$ cat config.mk
export PLATFORM = sky130hd
export DESIGN_NAME = xor_add_decryptor
export DESIGN_NICKNAME = d
export VERILOG_FILES = /design/src/rtl/xor_add_decryptor.sv
export SDC_FILE = /design/constraint.sdc
export NUM_CORES = 1
export LEC_CHECK = 0
export ABC_AREA = 1
export BUFFER_PORTS_ARGS = -buffer_cell sky130_fd_sc_hd__buf_2
export CAP_MARGIN = 20
export CORE_MARGIN = 2
export CORE_UTILIZATION = 45
export DETAILED_ROUTE_END_ITERATION = 12
export PLACE_DENSITY = 0.72
export RECOVER_POWER = 50
export SETUP_SLACK_MARGIN = 0.05
export SYNTH_ARGS = -nofsm -noshare
export SYNTH_HDL_FRONTEND = slang
export SYNTH_SLANG_ARGS = --single-unit
export TNS_END_PERCENT = 10
$ cat constraint.sdc
create_clock -name clk -period 5.15 [get_ports clk]
set_input_delay 0.2575 -clock clk [delete_from_list [all_inputs] [get_ports clk]]
set_output_delay 0.2575 -clock clk [all_outputs]
set_load 0.01 [all_outputs]
$ cat src/rtl/xor_add_decryptor.sv
// ---------------------------------------------------------------------------
// xor_add_decryptor
//
// Byte-serial decryption engine for the mini crypto processor. It undoes the
// ADD/XOR round cipher: encryption applies x = (x ^ k_r) + k_r for rounds
// r = 0..ROUNDS-1, so decryption walks the rounds backwards and applies
// x = x - k_r followed by x = x ^ k_r. Each round takes two clocks (SUB, then
// XOR). All arithmetic is 8-bit wrap-around.
//
// The round key k_r is the key snapshot rotated left by r bit positions.
//
// Ports:
//   clk        system clock, rising edge
//   rst_n      asynchronous active-low reset
//   key_we     key register write strobe (honoured in every state)
//   key_in     key value loaded on key_we
//   in_valid   ciphertext byte present
//   in_ready   engine can accept a byte (IDLE only)
//   in_data    ciphertext byte
//   out_valid  plaintext byte present (DONE only)
//   out_ready  sink accepts the plaintext
//   out_data   plaintext byte, held until the next result is produced
//   flush      synchronous abort back to IDLE, overrides every transition
//   busy       high whenever the engine is not in IDLE
// ---------------------------------------------------------------------------
module xor_add_decryptor #(
    parameter int ROUNDS = 2,
    parameter int WIDTH  = 8
) (
    input  logic             clk,
    input  logic             rst_n,
    input  logic             key_we,
    input  logic [WIDTH-1:0] key_in,
    input  logic             in_valid,
    output logic             in_ready,
    input  logic [WIDTH-1:0] in_data,
    output logic             out_valid,
    input  logic             out_ready,
    output logic [WIDTH-1:0] out_data,
    input  logic             flush,
    output logic             busy
);

    // Round counter is wide enough for ROUNDS up to 8 (indices 0..7).
    localparam int            RW         = 3;
    localparam logic [RW-1:0] LAST_ROUND = RW'(ROUNDS - 1);

    typedef enum logic [1:0] {
        ST_IDLE = 2'd0,
        ST_SUB  = 2'd1,
        ST_XOR  = 2'd2,
        ST_DONE = 2'd3
    } state_t;

    state_t           state;
    state_t           state_next;

    logic [WIDTH-1:0] key_reg;
    logic [WIDTH-1:0] key_snap;
    logic [WIDTH-1:0] work;
    logic [RW-1:0]    round;
    logic [WIDTH-1:0] out_data_q;

    logic [2*WIDTH-1:0] key_dbl;
    logic [WIDTH-1:0]   k_round;
    logic               accept;
    logic               last_xor;

    // The round key is a left rotation of the snapshot by the current round
    // index. Shifting a doubled copy of the key and taking the upper half
    // gives the rotation without a mux tree; the round index never exceeds
    // 7, so it is already the rotation amount modulo 8.
    always_comb begin
        key_dbl = {key_snap, key_snap} << round;
        k_round = key_dbl[2*WIDTH-1:WIDTH];
    end

    // A byte is taken only from IDLE and never on a flush cycle. last_xor
    // marks the final XOR step, whose result becomes the plaintext.
    always_comb begin
        accept   = (state == ST_IDLE) && in_valid && !flush;
        last_xor = (state == ST_XOR) && (round == '0) && !flush;
    end

    // State register.
    always_ff @(posedge clk or negedge rst_n) begin
        if (!rst_n) begin
            state <= ST_IDLE;
        end else begin
            state <= state_next;
        end
    end

    // Next-state logic. flush wins over every other transition, including
    // a pending accept in IDLE or a drain in DONE. DONE never accepts a new
    // byte directly; the engine always passes through IDLE first.
    always_comb begin
        state_next = state;
        if (flush) begin
            state_next = ST_IDLE;
        end else begin
            case (state)
                ST_IDLE: begin
                    if (in_valid) begin
                        state_next = ST_SUB;
                    end
                end
                ST_SUB: begin
                    state_next = ST_XOR;
                end
                ST_XOR: begin
                    if (round == '0) begin
                        state_next = ST_DONE;
                    end else begin
                        state_next = ST_SUB;
                    end
                end
                ST_DONE: begin
                    if (out_ready) begin
                        state_next = ST_IDLE;
                    end
                end
                default: begin
                    state_next = ST_IDLE;
                end
            endcase
        end
    end

    // Output decode. All handshake outputs depend on state alone, so none of
    // them combinationally follows the input handshakes.
    always_comb begin
        in_ready  = (state == ST_IDLE);
        out_valid = (state == ST_DONE);
        busy      = (state != ST_IDLE);
        out_data  = out_data_q;
    end

    // Key register. It can be rewritten at any time; the byte in flight is
    // protected because it works from key_snap, not from key_reg.
    always_ff @(posedge clk or negedge rst_n) begin
        if (!rst_n) begin
            key_reg <= '0;
        end else if (key_we) begin
            key_reg <= key_in;
        end
    end

    // Working datapath. On accept the ciphertext is loaded, the round index
    // starts at the last round and the current key is snapshotted; a key
    // write on the same edge therefore lands in key_reg only and the byte
    // uses the previous key. SUB and XOR then alternate, counting the round
    // down after each XOR. A flush just clears the round index.
    always_ff @(posedge clk or negedge rst_n) begin
        if (!rst_n) begin
            work     <= '0;
            round    <= '0;
            key_snap <= '0;
        end else if (flush) begin
            round <= '0;
        end else begin
            case (state)
                ST_IDLE: begin
                    if (accept) begin
                        work     <= in_data;
                        round    <= LAST_ROUND;
                        key_snap <= key_reg;
                    end
                end
                ST_SUB: begin
                    work <= work - k_round;
                end
                ST_XOR: begin
                    work <= work ^ k_round;
                    if (round != '0) begin
                        round <= round - RW'(1);
                    end
                end
                default: begin
                end
            endcase
        end
    end

    // Plaintext holding register. It captures the result of the final XOR
    // as the engine enters DONE and then keeps that value through the drain
    // and the following operation, so the sink sees a stable byte until the
    // next result replaces it.
    always_ff @(posedge clk or negedge rst_n) begin
        if (!rst_n) begin
            out_data_q <= '0;
        end else if (last_xor) begin
            out_data_q <= work ^ k_round;
        end
    end

endmodule

==> summary.md, run 1 <==
| Metric | Value |
|---|---|
| Setup bufs post-CTS | `0` |
| Row count | `26` |
| Core box area | `5172 um^2` |
| Tot Pwr | `1.910 mW` |
| Post_cts resized | `0` |
| Yosys warning count | `0` |
| RSZ-0062 raised after global routing | `no` |
| Clk_lat worst skew | `0.29 ns` |
| Drt wl/cell | `12.35 um` |
| DP Area | `2625 um^2` |
| Initial antenna violation count | `0` |
| P per Cell Area | `704.9 nW/um^2` |
| Worst hold path cell count | `3` |
| R2r startpoint | `round[0]` |
| Hold-fix buffers, CTS | `0` |
| Overall routed net length | `5.089 mm` |
| Global route total overflow | `0` |
| H-tree levels | `2` |
| Hold endpoint | `key_reg[2]` |
| Area fraction of the dominant cell type after synthesis | `37.79%` |
| Failing checks | `max-capacitance violations, max-slew violations` |
| Starting Density | `47.36%` |
| CTS tree | `done` |
| Vias/cell | `5.175` |
| Max Clk Rate | `384.4 MHz` |
| Root Buffer Master | `clkbuf_8` |
| Total Routing Usage GR | `19.02%` |
| Worst reg2reg path depth | `18` |
| Synth area leader | `dfrtp_1` |
| Die W | `77.79 um` |
| Bufs on Longest Clock Path | `2` |
| Mapped Area | `2450 um^2` |
| Slew HR | `-30.82%` |
| Top Ports | `33` |
| Critical path class | `flip-flop to flip-flop` |
| Syn_area_per_cell | `7.852 um^2` |
| Final worst slack | `2.549 ns` |
| First-pass GRT wire length | `9.080 mm` |
| CTS Buf Count | `5` |
| Total number of vias | `2132` |
| # setup viols final | `0` |
| #FFs+latches synth | `37` |
| Critical Path Sink Type | `flip-flop` |
| Fin. max-slew vios | `38` |
| Post-route cell area | `2710 um^2` |
| DIE HEIGHT | `77.79 um` |
| R2R setup slack | `2.55 ns` |
| Max-Cap Viols | `1` |
| Largest net degree at the start of global routing | `38` |
| Post-route minimum period | `2.601 ns` |
| Initial drt markers | `157` |
| Ratio of cells with drive above 1 in the final layout | `17.54%` |
| Peak supply drop | `291.5 uV` |
| Layout Area Growth over Synthesis | `10.62%` |
| DRT antenna net count | `0` |
| Register clock-pin slew on the reported worst setup and hold paths | `0.08 ns` |
| Top post-synthesis cells by area | `dfrtp_1 (38%), nand2_1 (13%), o21ai_0 (9.6%)` |
| Actual slew at the worst max-slew pin | `1.962 ns` |
| Seq/Total Area, Yosys | `37.79%` |
| Status | `finished with violations` |
| CP startpoint kind | `flip-flop` |
| 1st-pass router iterations | `5` |
| Mapped Nets | `350` |
| Hold_ws | `0.1657 ns` |
| Synth cell types | `31` |
| # clock sinks | `37` |
| Max FO, Critical Path | `12` |
| Data arrival, critical path | `2.82 ns` |
| Hold Crit Start | `key_in[2]` |
| Tcrit/Tclk final | `50.51%` |
| Most frequent cells in the layout | `nand2_1 (88), o21ai_0 (47), dfrtp_1 (37)` |
| Most common cell after layout, fill and taps aside | `nand2_1` |
| Max Clock Skew | `0.003056 ns` |
| Detail Placement HPWL | `3.894 mm` |
| Final setup TNS | `0 ns` |
| I/O Buffers | `32` |
| # diodes | `0` |
| Die area | `6051 um^2` |
| GPL Wtd Cong | `0.9947` |
| Hold Crit Class | `input pin to flip-flop` |
| Cells after Synth | `312` |
| Register area | `925.9 um^2` |
| Leak pwr | `1.414 nW` |
| Area of the multi-input gates | `1289 um^2` |
| Final nets | `379` |
| Remaining DRCs | `0` |
| Worst EP required | `5.37 ns` |
| Reg-to-Reg End | `work[6]` |
| Vias in the first global route | `2031` |
| Worst slack at placement | `2.569 ns` |
| Fill count | `508` |
| Final hold vios | `0` |
## worst max-delay path: stages (launching register included)
cell	delay, ns
dfrtp_1	0.51
inv_4	0.14
nand2_1	0.08
nand2_1	0.04
inv_1	0.06
nand2_1	0.05
o21ai_0	0.08
inv_1	0.07
nand2_1	0.05
o21ai_0	0.12
ha_1	0.23
fa_1	0.38
inv_1	0.10
nand4_1	0.12
nand4_1	0.09
nand2_1	0.05
o21ai_0	0.18
inv_1	0.05
o21ai_0	0.13
## worst max-delay path by stage
stage / startpoint / to / slack (ns)
final: round[0] / work[6] / 2.55
after global routing: round[0] / work[6] / 2.21
after CTS: round[0] / work[6] / 2.54
after detailed placement: round[0] / work[6] / 2.57
after global placement: round[0] / work[6] / 2.67
after floorplan: round[0] / work[6] / 2.82
## per-layer routing
layer  track usage, %  vias to the layer above  part of all wire, %
met4            9.643                        0                  3.3
li1                 -                     1079                    -
met1            24.87                      990                   47
met3            3.953                       14                  3.9
met5                0                        -                    0
met2            29.66                       49                   46
## metrics by stage
step / instances / utilization [%]
after floorplan: 312 / -
after global placement: 404 / 50.75
after detailed placement: 404 / 50.75
after CTS: 412 / 52.42
after global routing: 412 / 52.39
final: 412 / 52.39
## area by class of cell
cell class	instances	area share, %
clock buffer	5	2.539
clock inverter	3	0.6464
inverter	39	6.002
multi-input combinational	226	47.55
sequential	37	34.16
tap	70	3.232
timing repair buffer	32	5.863
## synthesized netlist by cell type
library cell and number:
nand3_1 11, buf_12 1, o21ai_0 47, clkbuf_1 4, nand4_1 2, nand2_4 5
nand3b_1 2, buf_2 3, a22oi_1 2, inv_4 1, fa_1 1, inv_2 4
nor2_4 1, bufinv_8 1, ha_1 15, a31oi_1 5, a21o_1 1, buf_6 2
o22ai_1 3, a21oi_1 11, o21ai_1 1, o211ai_1 4, nor3_1 1, dfrtp_1 37
nand3_2 3, nor3_2 1, a32o_1 1, inv_1 33, nor2_1 16, nand3_4 5
nand2_1 88
## cells by family after synthesis
family,after synthesis,share of synthesized area (%)
buffers and inverters,49,9.601
adders and majority gates,16,8.478
and+or+nand+nor,135,27.48
DFF,37,37.79
AOI/OAI and AO/OA,75,16.65
## power by group
part           switching, mW  internal, mW
clock network          0.109        0.0934
logic                  0.759         0.449
registers             0.0995         0.400
total                  0.968         0.942
(Power assumes the default switching activity.)
==> run 2: changes to the inputs <==
--- a/config.mk
+++ b/config.mk
@@ -5,13 +5,13 @@
 export SDC_FILE = /design/constraint.sdc
 export NUM_CORES = 1
 export LEC_CHECK = 0
-export ABC_AREA = 1
+export ABC_AREA = 0
 export BUFFER_PORTS_ARGS = -buffer_cell sky130_fd_sc_hd__buf_2
 export CAP_MARGIN = 20
 export CORE_MARGIN = 2
 export CORE_UTILIZATION = 45
 export DETAILED_ROUTE_END_ITERATION = 12
-export PLACE_DENSITY = 0.72
+export PLACE_DENSITY = 0.75
 export RECOVER_POWER = 50
 export SETUP_SLACK_MARGIN = 0.05
 export SYNTH_ARGS = -nofsm -noshare
==> constraint.sdc (replaced) <==
create_clock -name clk -period 2.3 [get_ports clk]
set_input_delay 0.115 -clock clk [delete_from_list [all_inputs] [get_ports clk]]
set_output_delay 0.115 -clock clk [all_outputs]
set_load 0.01 [all_outputs]
==> summary.md, run 2 <==
| Metric | Value |
|---|---|
| # diodes | `0` |
| CP Depth | `12` |
| Max FO, Critical Path | `4` |
| Reg-to-Reg End | `work[7]` |
| Remaining DRCs | `0` |
| I/O Buffers | `32` |
| Yosys warning count | `0` |
| Most common cell after layout, fill and taps aside | `dfrtp_1` |
| Vias/cell | `5.370` |
| Final worst slack | `-0.3273 ns` |
| R2R setup slack | `-0.33 ns` |
| Peak supply drop | `805.3 uV` |
| DIE HEIGHT | `75.16 um` |
| Die area | `5648 um^2` |
| Root Buffer Master | `clkbuf_8` |
| Fin. max-slew vios | `0` |
| Max stage delay on crit path | `0.45 ns` |
| Actual slew at the worst max-slew pin | `0.9350 ns` |
| DRT antenna net count | `0` |
| Mapped Area | `2278 um^2` |
| Initial drt markers | `76` |
| Bufs on Longest Clock Path | `2` |
| H-tree levels | `2` |
| Max Clock Skew | `0.003215 ns` |
| P per Cell Area | `1723 nW/um^2` |
| Status | `finished with violations` |
| Total Routing Usage GR | `20.44%` |
| Async SR Flop Fraction | `100.0%` |
| Top Ports | `33` |
| Syn_area_per_cell | `10.13 um^2` |
| Seq/Total Area, Yosys | `40.64%` |
| Crit path to | `work[7]` |
| Top post-synthesis cells by area | `dfrtp_1 (41%), mux2_2 (9.4%), ha_1 (8.2%)` |
| CTS tree | `done` |
| Row count | `25` |
| Max Clk Rate | `380.6 MHz` |
| Data arrival, critical path | `2.81 ns` |
| Post-route minimum period | `2.627 ns` |
| Tot Pwr | `4.970 mW` |
| Detail Placement HPWL | `3.634 mm` |
| Overall routed net length | `5.086 mm` |
| # setup viols final | `6` |
| Worst slack at placement | `-0.4147 ns` |
| Synth area leader | `dfrtp_1` |
| GPL Wtd Cong | `0.8365` |
| Most frequent cells in the layout | `dfrtp_1 (35), nand2_1 (24), buf_4 (24)` |
| Final design utilization | `59.87%` |
| Critical path class | `flip-flop to flip-flop` |
| Post-synth top flop | `dfrtp_1` |
| Clk_lat worst skew | `0.30 ns` |
| Critical path's slowest cell | `dfrtp_2` |
| Most numerous cell in the Yosys netlist | `dfrtp_1` |
| Register clock-pin slew on the reported worst setup and hold paths | `0.07 ns` |
| Worst EP required | `2.48 ns` |
| Die W | `75.16 um` |
| R2r startpoint | `round[1]` |
| Synth cell types | `40` |
| Worst reg2reg path depth | `12` |
| Core box area | `4817 um^2` |
| #FFs+latches synth | `37` |
| Area fraction of the dominant cell type after synthesis | `40.64%` |
| Drt wl/cell | `14.57 um` |
| Total number of vias | `1874` |
| Top post-synthesis cells by count | `dfrtp_1 (37), o21ai_0 (25), nand2_1 (24)` |
| # clock sinks | `37` |
| Critical Path Sink Type | `flip-flop` |
| Mapped Nets | `263` |
| CP Cell Sequence | `buf_4 > mux2i_2 > nand2_1 > o21ai_2 > mux2_2 > ha_4 > nand2_1 > buf_4 > nor2_2 > a21oi_2 > and4_1 > or3_1` |
| Number of synthesized flops with an enable pin | `0` |
| 1st-pass router iterations | `4` |
| Cell family with most CP delay | `simple AND/OR/NAND/NOR gates` |
| Hold Crit Start | `key_in[5]` |
| Worst hold path cell count | `2` |
| CP startpoint kind | `flip-flop` |
| Slew HR | `37.67%` |
| CP bufs+invs | `2` |
| Leak pwr | `1.304 nW` |
| CP startpoint | `round[1]` |
| Starting Density | `47.30%` |
| Cells after Synth | `225` |
| CTS Buf Count | `5` |
| Vias in the first global route | `1917` |
| Max-Cap Viols | `0` |
| Ratio of cells with drive above 1 in the final layout | `36.52%` |
| Fill count | `429` |
| Final nets | `319` |
| Hold Crit Class | `input pin to flip-flop` |
| Largest net degree at the start of global routing | `38` |
| Initial antenna violation count | `0` |
| RSZ-0062 raised after global routing | `yes` |
| Failing checks | `negative setup slack` |
| Final hold vios | `0` |
| First-pass GRT wire length | `8.638 mm` |
| Layout Area Growth over Synthesis | `26.58%` |
| Tcrit/Tclk final | `114.2%` |
| Global route total overflow | `0` |
## run 2: changes by cell type after synthesis, moves of 5 or more
cell,delta
mux2_2,+19
nand3_4,-5
nor2_1,-5
inv_1,-20
nor2b_1,+6
o21ai_0,-22
mux2i_1,+11
a31oi_1,-5
nand2_1,-64
nand3_1,-9
nand2_4,-5
## run 2: kinds of logic (layout without fill, tap and decap cells)
kind of cell / after synthesis / in the layout / share of synthesized area (%)
AOI/OAI and AO/OA: 58 / 58 / 15.65
and+or+nand+nor: 52 / 52 / 10.54
DFF: 37 / 37 / 40.64
muxes: 34 / 34 / 18.51
buffers and inverters: 25 / 82 / 4.393
adders and majority gates: 16 / 16 / 9.116
xor gates and xnor gates: 3 / 3 / 1.153
## run 2: where the power goes
part | internal [mW] | switching, mW | total (mW)
clock | 0.271 | 0.232 | 0.503
combinational | 1.65 | 1.67 | 3.32
sequential | 0.903 | 0.241 | 1.14
## run 2: worst register-to-register path, delay by kind of cell, from the launching register on
family | cells | cell delay [ns]
compound gates | 2 | 0.14
fa+ha+maj | 1 | 0.29
buf+inv | 2 | 0.32
flops | 1 | 0.45
mux | 2 | 0.46
simple gates | 5 | 0.84
## run 2: repair_timing
item,in CTS,in global routing
setup buffers,5,0
hold endpoints to repair,37,0
setup endpoints to repair,7,8
hold buffers,1,0
pin swaps,5,10
gates resized for setup,13,12
## run 2: layout make-up
class                      count  area (um^2)  share of cell area [%]
clock inverter                 1        5.005                  0.1735
clock buffer                   7        96.34                   3.341
timing repair buffer          61        385.4                   13.36
tap                           67        83.83                   2.907
multi-input combinational    163         1336                   46.33
sequential                    37        928.4                   32.19
inverter                      13        48.80                   1.692
## run 2: per-stage QoR
step	setup TNS, ns	hold slack [ns]	cell area (um^2)	instances
after floorplan	-0.4333	-0.1806	2306	225
after global placement	-1.831	0.2474	2665	335
after detailed placement	-2.274	0.2738	2665	335
after CTS	-1.185	0.04022	2855	349
after global routing	-2.590	0.04594	2884	349
final	-1.430	0.04716	2884	349
## run 2: worst min path at each step
stage | to | slack (ns)
floorplan | key_reg[0] | -0.18
global placement | out_data[0] | 0.25
detailed placement | out_data[0] | 0.27
CTS | key_reg[5] | 0.04
global route | key_reg[5] | 0.05
finish | key_reg[5] | 0.05
## run 2: per-layer routing
layer	part of all wire, %	GRT usage (%)	vias to the layer above
met5	0	0	-
met4	1.7	8.382	0
met3	4.8	4.016	7
met2	50	35.96	48
met1	44	24.41	906
li1	-	-	913
